--- src/rtl/ifu_axi_rd_master.sv ---
// ifu_axi_rd_master: instruction-fetch AXI-lite read master.
// Takes one fetch PC at a time, issues a single AR beat, captures the R beat
// and hands the instruction to decode over a valid/ready handshake.
// A flush discards whatever fetch or result is in flight. Write channels idle.
// Optional build macro IFU_RESP_CHECK_EN adds inst_err and replaces
// error-response data with NOP_INST.
module ifu_axi_rd_master #(
  parameter int ADDR_W = 32,
  parameter int DATA_W = 32,
  parameter logic [DATA_W-1:0] NOP_INST = 32'h0000_0013
) (
  input  logic                clk,
  input  logic                rst_n,
  input  logic                req_valid,
  output logic                req_ready,
  input  logic [ADDR_W-1:0]   req_pc,
  input  logic                flush,
  output logic                inst_valid,
  input  logic                inst_ready,
  output logic [DATA_W-1:0]   inst,
  output logic [ADDR_W-1:0]   inst_pc,
`ifdef IFU_RESP_CHECK_EN
  output logic                inst_err,
`endif
  output logic [ADDR_W-1:0]   araddr,
  output logic                arvalid,
  input  logic                arready,
  input  logic [DATA_W-1:0]   rdata,
  input  logic [1:0]          rresp,
  input  logic                rvalid,
  output logic                rready,
  output logic [ADDR_W-1:0]   awaddr,
  output logic                awvalid,
  input  logic                awready,
  output logic [DATA_W-1:0]   wdata,
  output logic [DATA_W/8-1:0] wstrb,
  output logic                wvalid,
  input  logic                wready,
  input  logic [1:0]          bresp,
  input  logic                bvalid,
  output logic                bready
);

  typedef enum logic [1:0] {
    IDLE = 2'd0,
    ADDR = 2'd1,
    RESP = 2'd2,
    HOLD = 2'd3
  } state_t;

  state_t              state;
  logic                drop;
  logic [ADDR_W-1:0]   pc_q;
  logic [DATA_W-1:0]   r_inst;
  logic                r_fire;

  // This master only reads; the write channels stay permanently idle.
  assign awaddr  = '0;
  assign awvalid = 1'b0;
  assign wdata   = '0;
  assign wstrb   = '0;
  assign wvalid  = 1'b0;
  assign bready  = 1'b0;

  assign req_ready = (state == IDLE);

  // An R beat is taken in RESP, or in ADDR when a combinational slave
  // answers in the same cycle as the AR handshake.
  assign r_fire = rvalid && ((state == RESP) || ((state == ADDR) && arready));

`ifdef IFU_RESP_CHECK_EN
  logic r_err;
  assign r_err  = |rresp;
  assign r_inst = r_err ? NOP_INST : rdata;
  logic unused_inputs;
  assign unused_inputs = ^{awready, wready, bresp, bvalid};
`else
  assign r_inst = rdata;
  logic unused_inputs;
  assign unused_inputs = ^{awready, wready, bresp, bvalid, rresp};
`endif

  // Fetch FSM with all bus and decode-side outputs registered alongside state.
  always_ff @(posedge clk) begin
    if (!rst_n) begin
      state      <= IDLE;
      drop       <= 1'b0;
      pc_q       <= '0;
      araddr     <= '0;
      arvalid    <= 1'b0;
      rready     <= 1'b0;
      inst_valid <= 1'b0;
      inst       <= NOP_INST;
      inst_pc    <= '0;
`ifdef IFU_RESP_CHECK_EN
      inst_err   <= 1'b0;
`endif
    end else begin
      case (state)
        IDLE: begin
          if (req_valid && !flush) begin
            pc_q    <= req_pc;
            araddr  <= req_pc;
            arvalid <= 1'b1;
            rready  <= 1'b1;
            state   <= ADDR;
          end
        end
        ADDR, RESP: begin
          if ((state == ADDR) && arready) begin
            arvalid <= 1'b0;
          end
          if (r_fire) begin
            rready <= 1'b0;
            drop   <= 1'b0;
            if (drop || flush) begin
              state <= IDLE;
            end else begin
              inst       <= r_inst;
              inst_pc    <= pc_q;
              inst_valid <= 1'b1;
`ifdef IFU_RESP_CHECK_EN
              inst_err   <= r_err;
`endif
              state      <= HOLD;
            end
          end else begin
            if (flush) begin
              drop <= 1'b1;
            end
            if ((state == ADDR) && arready) begin
              state <= RESP;
            end
          end
        end
        HOLD: begin
          if (inst_ready || flush) begin
            inst_valid <= 1'b0;
            inst       <= NOP_INST;
`ifdef IFU_RESP_CHECK_EN
            inst_err   <= 1'b0;
`endif
            state      <= IDLE;
          end
        end
        default: state <= IDLE;
      endcase
    end
  end

endmodule

--- config.mk ---
export PLATFORM = sky130hd
export DESIGN_NAME = ifu_axi_rd_master
export DESIGN_NICKNAME = d
export VERILOG_FILES = /design/src/rtl/ifu_axi_rd_master.sv
export SDC_FILE = /design/constraint.sdc
export NUM_CORES = 1
export LEC_CHECK = 0
export ABC_CLOCK_PERIOD_IN_PS = 4100
export CAP_MARGIN = 20
export CORE_MARGIN = 3
export CORE_UTILIZATION = 40
export CTS_CLUSTER_SIZE = 14
export DETAILED_ROUTE_END_ITERATION = 10
export HOLD_SLACK_MARGIN = 0.12
export PLACE_DENSITY = 0.83
export SLEW_MARGIN = 0
export SYNTH_ARGS = -nofsm -noshare
export SYNTH_HDL_FRONTEND = slang
export SYNTH_SLANG_ARGS = --single-unit
--- constraint.sdc ---
create_clock -name clk -period 4.1 [get_ports clk]
set_input_delay 0.82 -clock clk [delete_from_list [all_inputs] [get_ports clk]]
set_output_delay 0.82 -clock clk [all_outputs]
set_load 0.02 [all_outputs]
Word level (Yosys, flattened, before mapping)

Index checks and enable logic that the tools add are counted.

Reductions and logical operators: 19
Equal/unequal tests: 9
Muxes and demuxes: 21
Bitwise logic cells: 1

Operator list:

| kind                                                  | number |
|---|---|
| 2-to-1 mux 32 bit                                     | 3 |
| one-hot mux 32 bit (2 select lines)                   | 1 |
| AND reduction 3 bit                                   | 4 |
| 2-to-1 mux 2 bit                                      | 5 |
| 2-to-1 mux 1 bit                                      | 8 |
| inequality test 2 bit, second input constant          | 4 |
| one-hot mux 1 bit (2 select lines)                    | 3 |
| one-hot mux 2 bit (3 select lines)                    | 1 |
| nonzero test 2 bit                                    | 3 |
| equality test 2 bit, second input constant            | 2 |
| AND reduction 2 bit                                   | 2 |
| AND reduction 4 bit                                   | 1 |
| logical AND 1 bit                                     | 3 |
| logical OR 1 bit                                      | 3 |
| inequality test 3 bit, second input constant          | 1 |
| equality test 2 x 1 -> 1 bit, second input constant   | 1 |
| logical NOT 2 bit                                     | 1 |
| inequality test 2 x 1 -> 1 bit, second input constant | 1 |
| OR reduction 2 bit                                    | 1 |
| logical NOT 1 bit                                     | 1 |
| NOT 1 bit                                             | 1 |

Output and inout bits: 171
Register bits: 102
Bits of input ports: 78

Logic depth before layout (Yosys ltp)

Depth after elaboration: 6
Mapped depth: 9

Least setup slack after synthesis

Ideal clock, no wire load.

Path type: register to register
From: register state[0]
To: register state[1]
Period minus slack after synthesis: 1.892 ns
Required time: 4.008 ns
Cell stages (with the launch flop): 8
Path slack: 2.208 ns
Buffers on the path: 2
Arrival time: 1.800 ns
Path through: dfxtp_1 > inv_1 > ha_1 > buf_2 > or2_4 > buf_6 > or4_1 > o32ai_1

RTL lines:

| item                                            | line | source |
|---|---|---|
| from (decl)                                     | 51   | `state_t state;` |
| from (signal assigned)                          | 86   | `state <= IDLE;` |
| from (signal assigned)                          | 106  | `state <= ADDR;` |
| from (signal assigned)                          | 117  | `state <= IDLE;` |
| logical NOT 2 bit *                             | n/a  |  |
| net req_ready                                   | 15   | `output logic req_ready,` |
| inequality test 2 x 1 -> 1 bit (no source line) | n/a  |  |
| AND reduction 3 bit (no source line)            | n/a  |  |

The timed path passes the listed nets; every way through them passes the cells marked *.
A chain may end at the register's enable or synchronous reset.

Worst setup path after layout

From: register state[0]
To: output req_ready

Cells in the longest elaborated chain, start to end: 1

Ends and longest elaborated chain:

| item              | line | source |
|---|---|---|
| logical NOT 2 bit | 65   | `assign req_ready = (state == IDLE);` |
| to (decl)         | 15   |  |

Every way passes these cells.

==> flow_summary.yaml <==
clocking:
  insertion_delay_ns: 0.36
  ctsRootBufferMaster: "clkbuf_8"
  post-cts-setup-buffer-count: 0
  number_of_buffers_added_by_the_clock_tree_synthesis_step: 9
  clock-sinks: 102
  clock_h_tree_levels: 3
  post_cts_resize_count: 0
  cts_hold_repair.buffers: 0
  clk_transition_reported_paths_ns: 0.10
  cts_max_path_buffers: 2
  tritoncts: "yes"
logic_synthesis:
  yosysUniqueCellTypes: 39
  syn_area_um2: 4460
  yosys_most_used_dff: "dfxtp_1"
  synth_area_leaders: "dfxtp_1 46%, buf_4 12%, a21oi_1 11%"
  ys_warn_count: 0
  synth_top_area_share_pct: 45.8
  synth-edff-count: 0
  leading_cell_types_by_count_after_synthesis: "129 x nand2_1, 102 x dfxtp_1, 100 x a21oi_1, 71 x buf_4, 33 x o21ai_0"
  postSynthRegisterBits: 102
  netlist.top_cell.by_area: "dfxtp_1"
  synthesis.instances: 549
  post_synth.cell_area_avg_um2: 8.13
  synth-async-reset-ratio_pct: 0
  synth_most_common_cell: "nand2_1"
  synth.yosys.seq_area_share_pct: 45.8
die:
  floorplan.initialDensity_pct: 42.1
  die_area_um2: 12500
  placement_rows: 37
  design.core.area_um2: 10600
  fp.dieH_um: 112
  die_width_um: 112
  num_io_pins: 249
final_layout:
  layout.cells.non_filler: 835
  final_nets: 776
  postLayoutCoreUtil_pct: 58.1
  final_cell_area_um2: 6160
  antenna_cells_inserted: 0
  area_delta_synth_final_pct: 38.0
  final_layout_size_suffix_gt1_share_pct: 4.29
power:
  p_leak_nw: 2.22
  ir_worst_vdd_mv: 0.212
  power_density_nw_per_um2: 382
  p_total_mw: 2.35
placed_design:
  portBuffers: 170
  dp.cells: 819
  routabilityCongestion: 0.783
  post-place-ws_ns: 1.23
  post-dp-hpwl_um: 8810
  post_dp_cell_area_um2: 5960
worst_hold_path:
  worst_hold_path_type: "flip-flop to flip-flop"
setup_path:
  path_delay_family: "buffers and inverters"
  critical_path_required_ns: 3.28
  cp-start-kind: "flip-flop"
  worst-setup-path-type: "flip-flop to output port"
  timing.critical_path.cells: "inv_1 > ha_1 > clkdlybuf4s50_1"
  cpMaxStageDelayCell: "clkdlybuf4s50_1"
  number_of_buffers_and_inverters_on_the_critical_path: 2
  critical_path.endpoint_type: "output port"
  arrival_ns: 1.89
  timing.critical_path.slowest_cell_delay_ns: 0.70
  critPathMaxFanout: 9
timing:
  final_hold_viols: 0
  clock-skew-final_ns: 0.0122
  max_clock_freq_mhz: 369
  final_period_minus_worst_setup_slack_ns: 2.71
  tns_ns: 0
  grt_setup_unrepaired: "false"
  layout_setup_ws_ns: 1.39
  drv_slew: 0
  share_of_the_clock_period_used_by_the_worst_path_pct: 66.2
  report.final.setup_viol: 0
  hold-worst-slack_ns: 0.459
  worst_slew_margin_rel_pct: 27.0
  timing_worst_slew_pin_value_ns: 1.09
routing:
  count_of_unresolved_drc_violations_after_routing: 0
  vias_after_detailed_routing: 4110
  route.detailed.vias_per_inst: 4.92
  avgRoutedWirePerCell_um: 14.9
  drtIter0Drc: 298
  antenna_violating_nets_post_route: 0
  drt_pass1_iterations: 5
  drt_wl_total_um: 12500
grt:
  grt_use_total_pct: 19.0
  grt_pass1_vias: 3937
  grt_antenna_before_repair: 0
  gr-total-overflow: 0
  grt_first_pass_wirelength_um: 19800
  grt_max_degree: 41
job:
  max_capacitance_violation_count: 0
status:
  run_status: "completed"
-- kinds of logic after synthesis --
family / after synthesis / synth area share [%]
other: 1 / 0.0840
DFF: 102 / 45.8
and+or+nand+nor: 176 / 19.2
adders and majority gates: 4 / 1.12
AOI/OAI and AO/OA: 146 / 17.2
buffers and inverters: 120 / 16.6
-- power breakdown --
part	switching (mW)	internal, mW
Combinational	0.387	0.256
Clock	0.351	0.259
Sequential	0.0390	1.06
-- metal layers --
metal | track usage, % | vias to the layer above | routed length (um)
li1 | - | 1992 | -
met1 | 22.5 | 1934 | 5010
met2 | 33.1 | 162 | 6280
met3 | 5.82 | 22 | 931
met4 | 5.43 | 0 | 234
met5 | 0 | - | 0
-- state kept, by name (all words and copies together), names as in the netlist --
signal,count
arvalid,1
inst_pc,32
pc_q,32
inst,32
rready,1
inst_valid,1
state,2
drop,1
-- path summary, 6_finish.rpt --
check	startpoint	end	slack [ns]	cells past startpoint
min	inst_pc[24]$_SDFFE_PN0P_	inst_pc[24]$_SDFFE_PN0P_	0.46	2
max reg2reg	state[0]$_SDFFE_PN0P_	inst[30]$_SDFFE_PN0P_	1.71	5
min reg2reg	inst_pc[24]$_SDFFE_PN0P_	inst_pc[24]$_SDFFE_PN0P_	0.46	2
max	state[0]$_SDFFE_PN0P_	req_ready	1.39	3
-- placed cells by master (no fill, tap or decap), drive strengths merged, types with 2 or more instances in the layout --
| cell | count |
|---|---|
| ha | 4 |
| nor2 | 4 |
| nand2 | 129 |
| clkbuf | 11 |
| o21ai | 33 |
| conb | 71 |
| clkinv | 2 |
| a21oi | 100 |
| a21o | 2 |
| nand4b | 29 |
| or2 | 2 |
| inv | 7 |
| nor4 | 3 |
| clkdlybuf4s50 | 170 |
| dfxtp | 102 |
| buf | 8 |
| clkinvlp | 2 |
-- cell type report --
cell class                      instances  area (um2)
Tap cell                              136         170
Clock buffer                           11         151
Fill cell                             978        4440
Sequential cell                       102        2040
Clock inverter                          5        41.3
Multi-Input combinational cell        397        1950
Inverter                                6        22.5
Timing Repair Buffer                  178        1780
-- worst reg2reg max path, delay by kind of cell, from the launching register on --
kind                     cells  cell delay (ns)
adder cells (fa/ha/maj)      1             0.91
AND/OR/NAND/NOR              2             0.72
flip-flops                   1             0.40
AO/OA/AOI/OAI                2             0.31
Power figures use the tool's default switching activity.
